[src/rtl/hs_ram_arbiter.sv]
// Arbitrates the work-RAM port between the CPU path and the hiscore engine, pausing the core around each hiscore access.
// Optional vblank watchdog is enabled by defining HS_ARB_TIMEOUT_EN.
module hs_ram_arbiter #(
    parameter int AW          = 16,
    parameter int SETTLE_CYC  = 16,
    parameter int DRAIN_CYC   = 4,
    parameter int TIMEOUT_CYC = 800000
) (
    input  logic          clk_sys,
    input  logic          RESET,
    input  logic          vblank,
    input  logic          hs_req,
    input  logic [AW-1:0] hs_addr,
    input  logic [7:0]    hs_wdata,
    input  logic          hs_we,
    output logic [7:0]    hs_rdata,
    output logic          hs_grant,
    input  logic [AW-1:0] cpu_addr,
    input  logic [7:0]    cpu_wdata,
    input  logic          cpu_we,
    output logic [7:0]    cpu_rdata,
    output logic [AW-1:0] ram_addr,
    output logic [7:0]    ram_wdata,
    output logic          ram_we,
    input  logic [7:0]    ram_rdata,
    output logic          pause_req,
    output logic          timeout_flag
);

    localparam int CNT_MAX = (SETTLE_CYC > DRAIN_CYC) ? SETTLE_CYC : DRAIN_CYC;
    localparam int CW      = $clog2(CNT_MAX) + 1;

    if (SETTLE_CYC < 1 || DRAIN_CYC < 1 || TIMEOUT_CYC < 2) begin : g_bad_param
        $error("hs_ram_arbiter: SETTLE_CYC and DRAIN_CYC must be >= 1, TIMEOUT_CYC >= 2");
    end

    typedef enum logic [2:0] {
        IDLE,
        WAIT_VBL,
        SETTLE,
        GRANT,
        DRAIN
    } state_t;

    state_t        state_q, state_d;
    logic [CW-1:0] cnt_q, cnt_d;
    logic          pause_q, pause_d;
    logic          grant_q, grant_d;
    logic [7:0]    rdata_q, rdata_d;
    logic          vbl1_q, vbl2_q;
    logic          vbl_rise;
    logic          hs_sel;

`ifdef HS_ARB_TIMEOUT_EN
    localparam int WW = $clog2(TIMEOUT_CYC) + 1;
    logic [WW-1:0] wdog_q, wdog_d;
    logic          tflag_q, tflag_d;
    assign timeout_flag = tflag_q;
`else
    assign timeout_flag = 1'b0;
`endif

    // Edge is taken from two registered copies, so it reaches the FSM one cycle late.
    assign vbl_rise = vbl1_q & ~vbl2_q;

    always_comb begin
        state_d = state_q;
        cnt_d   = cnt_q;
        pause_d = pause_q;
        grant_d = grant_q;
        rdata_d = rdata_q;
`ifdef HS_ARB_TIMEOUT_EN
        wdog_d  = '0;
        tflag_d = tflag_q;
`endif
        if (grant_q) begin
            rdata_d = ram_rdata;
        end
        case (state_q)
            IDLE: begin
                if (hs_req) begin
                    state_d = WAIT_VBL;
                    pause_d = 1'b1;
                end
            end
            WAIT_VBL: begin
                if (!hs_req) begin
                    state_d = IDLE;
                    pause_d = 1'b0;
                end else if (vbl_rise) begin
                    state_d = SETTLE;
                    cnt_d   = CW'(SETTLE_CYC - 1);
                end
`ifdef HS_ARB_TIMEOUT_EN
                else if (wdog_q == WW'(TIMEOUT_CYC - 1)) begin
                    state_d = SETTLE;
                    cnt_d   = CW'(SETTLE_CYC - 1);
                    tflag_d = 1'b1;
                end else begin
                    wdog_d = wdog_q + WW'(1);
                end
`endif
            end
            SETTLE: begin
                if (!hs_req) begin
                    state_d = IDLE;
                    pause_d = 1'b0;
                end else if (cnt_q == '0) begin
                    state_d = GRANT;
                    grant_d = 1'b1;
                end else begin
                    cnt_d = cnt_q - CW'(1);
                end
            end
            GRANT: begin
                if (!hs_req) begin
                    state_d = DRAIN;
                    grant_d = 1'b0;
                    cnt_d   = CW'(DRAIN_CYC - 1);
                end
            end
            DRAIN: begin
                // A new request while still paused goes straight back to the grant.
                if (hs_req) begin
                    state_d = GRANT;
                    grant_d = 1'b1;
                end else if (cnt_q == '0) begin
                    state_d = IDLE;
                    pause_d = 1'b0;
                end else begin
                    cnt_d = cnt_q - CW'(1);
                end
            end
            default: begin
                state_d = IDLE;
                pause_d = 1'b0;
                grant_d = 1'b0;
            end
        endcase
    end

    always_ff @(posedge clk_sys) begin
        vbl1_q <= vblank;
        vbl2_q <= vbl1_q;
        if (RESET) begin
            state_q <= IDLE;
            cnt_q   <= '0;
            pause_q <= 1'b0;
            grant_q <= 1'b0;
            rdata_q <= 8'h00;
`ifdef HS_ARB_TIMEOUT_EN
            wdog_q  <= '0;
            tflag_q <= 1'b0;
`endif
        end else begin
            state_q <= state_d;
            cnt_q   <= cnt_d;
            pause_q <= pause_d;
            grant_q <= grant_d;
            rdata_q <= rdata_d;
`ifdef HS_ARB_TIMEOUT_EN
            wdog_q  <= wdog_d;
            tflag_q <= tflag_d;
`endif
        end
    end

    // Reset blocks the hiscore path immediately so no hiscore write escapes during reset.
    assign hs_sel    = grant_q & ~RESET;
    assign ram_addr  = hs_sel ? hs_addr  : cpu_addr;
    assign ram_wdata = hs_sel ? hs_wdata : cpu_wdata;
    assign ram_we    = hs_sel ? hs_we    : cpu_we;
    assign cpu_rdata = ram_rdata;
    assign hs_rdata  = rdata_q;
    assign hs_grant  = grant_q;
    assign pause_req = pause_q;

endmodule

[config.mk]
export PLATFORM = sky130hd
export DESIGN_NAME = hs_ram_arbiter
export DESIGN_NICKNAME = d
export VERILOG_FILES = /design/src/rtl/hs_ram_arbiter.sv
export SDC_FILE = /design/constraint.sdc
export NUM_CORES = 1
export LEC_CHECK = 0
export BUFFER_PORTS_ARGS = -buffer_cell sky130_fd_sc_hd__clkbuf_2
export CAP_MARGIN = 40
export CORE_UTILIZATION = 35
export DETAILED_ROUTE_END_ITERATION = 12
export GPL_ROUTABILITY_DRIVEN = 0
export PLACE_DENSITY = 0.74
export SYNTH_ARGS = -nofsm -noshare
export SYNTH_HDL_FRONTEND = slang
export SYNTH_SLANG_ARGS = --single-unit
[constraint.sdc]
create_clock -name clk_sys -period 3.7 [get_ports clk_sys]
set_input_delay 0.37 -clock clk_sys [delete_from_list [all_inputs] [get_ports clk_sys]]
set_output_delay 0.37 -clock clk_sys [all_outputs]
set_load 0.02 [all_outputs]
-- Yosys cells after proc, flatten, opt, wreduce, memory -nomap -nowiden
Cells that the tools add are included.
- register bits: 20
- output and inout bits: 44
- $add $sub $neg: 1
- eq/ne operators: 17
- mux-type cells: 27
- bitwise gates (word level): 6
- reduce and logical (&&, ||, !) cells: 9
- operators with widths (kind ; number):
    5-bit two-way mux ; 6
    3-bit two-way mux ; 8
    2-bit inequality test, second input constant ; 10
    5-bit case mux with 4 select lines ; 1
    16-bit two-way mux ; 1
    3-bit case mux with 5 select lines ; 1
    5-bit AND reduction ; 3
    3-bit inequality test, second input constant ; 3
    8-bit two-way mux ; 1
    1-bit case mux with 4 select lines ; 2
    1-bit two-way mux ; 7
    3-bit by 2-bit == test with 1-bit output, second input constant ; 2
    6-bit AND reduction ; 1
    5-bit zero test ; 1
    5-bit by 1-bit subtractor with 5-bit output, second input constant ; 1
    1-bit NOT ; 4
    4-bit nonzero test ; 1
    2-bit OR reduction ; 2
    3-bit by 1-bit == test with 1-bit output, second input constant ; 1
    3-bit == test, second input constant ; 1
    3-bit zero test ; 1
    1-bit bitwise AND ; 2

-- Logic depth before layout (Yosys ltp)
- word-level depth: 5
- gate-level depth with buffers: 6
- depth with buffers taken out: 6

-- Least setup slack after synthesis
No wires, ideal clock.
- path kind: register -> output
- from: register grant_q, in the netlist hs_grant
- to: output ram_addr[10]
- data arrival time: 1.483 ns
- required time: 3.330 ns
- path slack: 1.847 ns
- cell stages (with the launch flop): 5
- path buffers: 2
- cell sequence: dfxtp_1 > nand2b_1 > clkbuf_1 > buf_1 > mux2_2
- word-level cells in the longest chain between the ends: 2
- ends and longest elaborated chain (item ; line ; source):
    start, declared ; 48 ; logic grant_q, grant_d;
    start signal, assigned ; 159 ; grant_q <= grant_d;
    1-bit bitwise AND ; 169 ; assign hs_sel = grant_q & ~RESET;
    16-bit two-way mux ; 170 ; assign ram_addr = hs_sel ? hs_addr : cpu_addr;
    end, declared ; 22 ; output logic [AW-1:0] ram_addr,
No other way between the ends.

-- Worst setup path after layout
- from: register grant_q, in the netlist hs_grant
- to: output ram_addr[1]
The elaborated chain is that of the path after synthesis.

==> summary.md <==
| Metric | Value |
|---|---|
| Run status | complete, no violations |
| First-pass GRT wire length | 5660 um |
| Final period utilization | 69.3% |
| Pwr dens | 291 mW/mm2 |
| Synth Net Count | 217 |
| PortBufs | around 100 |
| Full die area | 0.00430 mm2 |
| Main synth FF type | dfxtp_1 |
| Lkg Pwr | 0.000951 uW |
| CP peak stage delay | 0.69 ns |
| Post-synth EDFFs | 0 |
| Post-route ant nets | 0 |
| Synthesized area | 0.00141 mm2 |
| Hold Path Sink | vbl1_q |
| CP Launch Point | hs_grant |
| Min Clock Period, post-route | 2.56 ns |
| Max-cap violations | 0 |
| Distinct cells, synth | 45 |
| Deepest clock path buffer count | 2 |
| Total CTS buffers | 3 |
| Final setup skew | 0.00301 ns |
| CP endpoint kind | output pin |
| Critical path arrival | 2.19 ns |
| DRC Markers | 0 |
| Antenna violations before repair | 0 |
| FF-to-FF setup slack | ~1.7 ns |
| Crit path kind | reg2out |
| Count of final setup violators | 0 |
| Hold Violations, Final | 0 |
| Post-CTS setup buffers | 0 |
| WL final | 3730 um |
| # H-tree levels | 1 |
| CORE AREA | 0.00377 mm2 |
| Clock Sinks | 20 |
| Largest net degree at the start of global routing | 23 |
| Clk_lat worst skew | between 0.2 and 0.3 ns |
| Filler cells | 369 |
| Slowest CP cell | dfxtp_1 |
| Synth Register Bits | 20 |
| Hold depth | 1 |
| Layout Nets | 307 |
| FF-to-FF Start | state_q[1] |
| CTS tree | done |
| Die Ht | 65.6 um |
| Sequential area share after synthesis | 28.3% |
| Die X | 65.6 um |
| Mapped Cells | 153 |
| Total gr overflow | 0 |
| Vias in the first global route | 1238 |
| Critical R2R Capture | cnt_q[4] |
| Worst Tran Pin Value | 0.585 ns |
| Most common cell after layout, fill and taps aside | clkbuf_2 |
| Drt first pass iters | 4 |
| Area of the multi-input gates | about 880 um2 |
| Vias | approximately 1500 |
| Ordered cell list for the critical path | nand2b_1 -> buf_4 -> mux2_2 -> clkbuf_2 |
| Cell depth of the worst flop-to-flop path | 4 |
| IO Pins | 106 |
| Via density | between 5 and 6 |
| Post-DR wirelength/cell | 12.9 um |
| Fmax | 0.390 GHz |
| Resize count post-CTS | 0 |
| Syn Area/Cell | 9.24 um2 |
| Fraction of layout cells with a size suffix above 1 | 57.9% |
| Hold Slack | 0.204 ns |
| Register area | 400 um2 |
| HP Class | in2reg |
| Ys async rst share | 0% |
| YS warnings | 0 |
| Slew Viols, Final | 0 |
| Critical path required time | 3.33 ns |
| Reg clk slew, reported paths | 0.08 ns |
| HPWL after DPL | 3010 um |
| Type of origin of the critical path | flop |
| Initial Util | a little under two fifths |
| Core Rows | 22 |
| CP Max Fanout | 14 |
| Starting DRT DRC Count | 29 |
| Total GRT Usage | roughly 17% |
| Sum Neg Setup Slack | 0 ns |
| RSZ-0062 raised after global routing | no |
| Hold-fix buffers, CTS | 0 |
| Relative slew slack | between 60% and 70% |
| Antenna diodes | 0 |
| Peak VDD IR | between 0.15 and 0.2 mV |
| Worst Hold Launch | vblank |
| Commonest non-fill, non-tap cells in the layout | 104 x clkbuf_2, 25 x mux2_2, 20 x dfxtp_1 |
| Area growth syn-to-layout | 38.8% |
| CTS root buffer | clkbuf_8 |
## synth_stat cells (all sizes together) (3+ instances only)
cell type	count	share of area, %
clkbuf	7	1.9
o21ai	3	1.1
nand3	3	1.4
nor3	6	2.1
mux2i	8	5.7
mux2	25	20
nor2	11	2.9
nand2b	3	1.3
nand2	3	0.80
buf	13	5.9
a21oi	6	2.1
inv	6	1.6
dfxtp	20	28
## critical path, delay by kind of cell (launching register included)
kind | cells | cell delay (ns)
and+or+nand+nor | 1 | 0.43
buffers and inverters | 2 | 0.49
DFF | 1 | 0.69
muxes | 1 | 0.31
## worst max-delay path by stage
| stage | to | cells after the start |
|---|---|---|
| after global placement | ram_addr[1] | 5 |
| after global routing | ram_addr[1] | 4 |
| after detailed placement | ram_addr[1] | 5 |
| final | ram_addr[1] | 4 |
| after CTS | ram_addr[1] | 4 |
| after floorplan | ram_addr[10] | 4 |
## through the flow
stage               utilization [%]  worst slack (ns)  total power, uW  area [um2]  instances
finish                         52.1              1.14              571        1960        290
detailed placement             50.2              1.26              359        1890        286
CTS                            52.1              1.13              578        1960        290
floorplan                         -              1.85              308        1410        153
global route                   52.1              1.00              603        1960        290
global placement               50.2              1.27              357        1890        286
## area by class of cell
class / instances / share of cell area, %
clock inverters: 1 / 1.53
well taps: 48 / 3.06
clock buffers: 3 / 2.10
flip-flops and latches: 20 / 20.4
inverters: 6 / 1.15
multi-input cells: 107 / 44.9
repair buffers: 105 / 26.9
## power breakdown
group          switching, uW  internal [uW]
combinational           67.8           59.5
clock                   74.0            144
sequential              6.06            220
total                    148            424
## sequential cells by signal, indices dropped and copies added (netlist names)
signal     cells
hs_rdata       8
cnt_q          5
state_q        3
hs_grant       1
pause_req      1
vbl1_q         1
vbl2_q         1
## logic make-up after synthesis
logic type                 share of synthesized area, %
AOI/OAI and AO/OA                                  17.9
muxes                                              25.6
and+or+nand+nor                                    16.2
other                                             0.265
xor gates and xnor gates                          0.620
adders and majority gates                          1.77
buffers and inverters                              9.38
DFF                                                28.3
## per-layer routing
metal	share of wire, %	up-vias	global-route usage, %	wire (um)
li1	-	739	-	-
met1	41	649	20.4	1550
met2	50	60	29.8	1860
met3	7.2	4	3.30	267
met4	1.5	0	7.34	57
met5	0	-	0	0
Power figures use the tool's default switching activity.
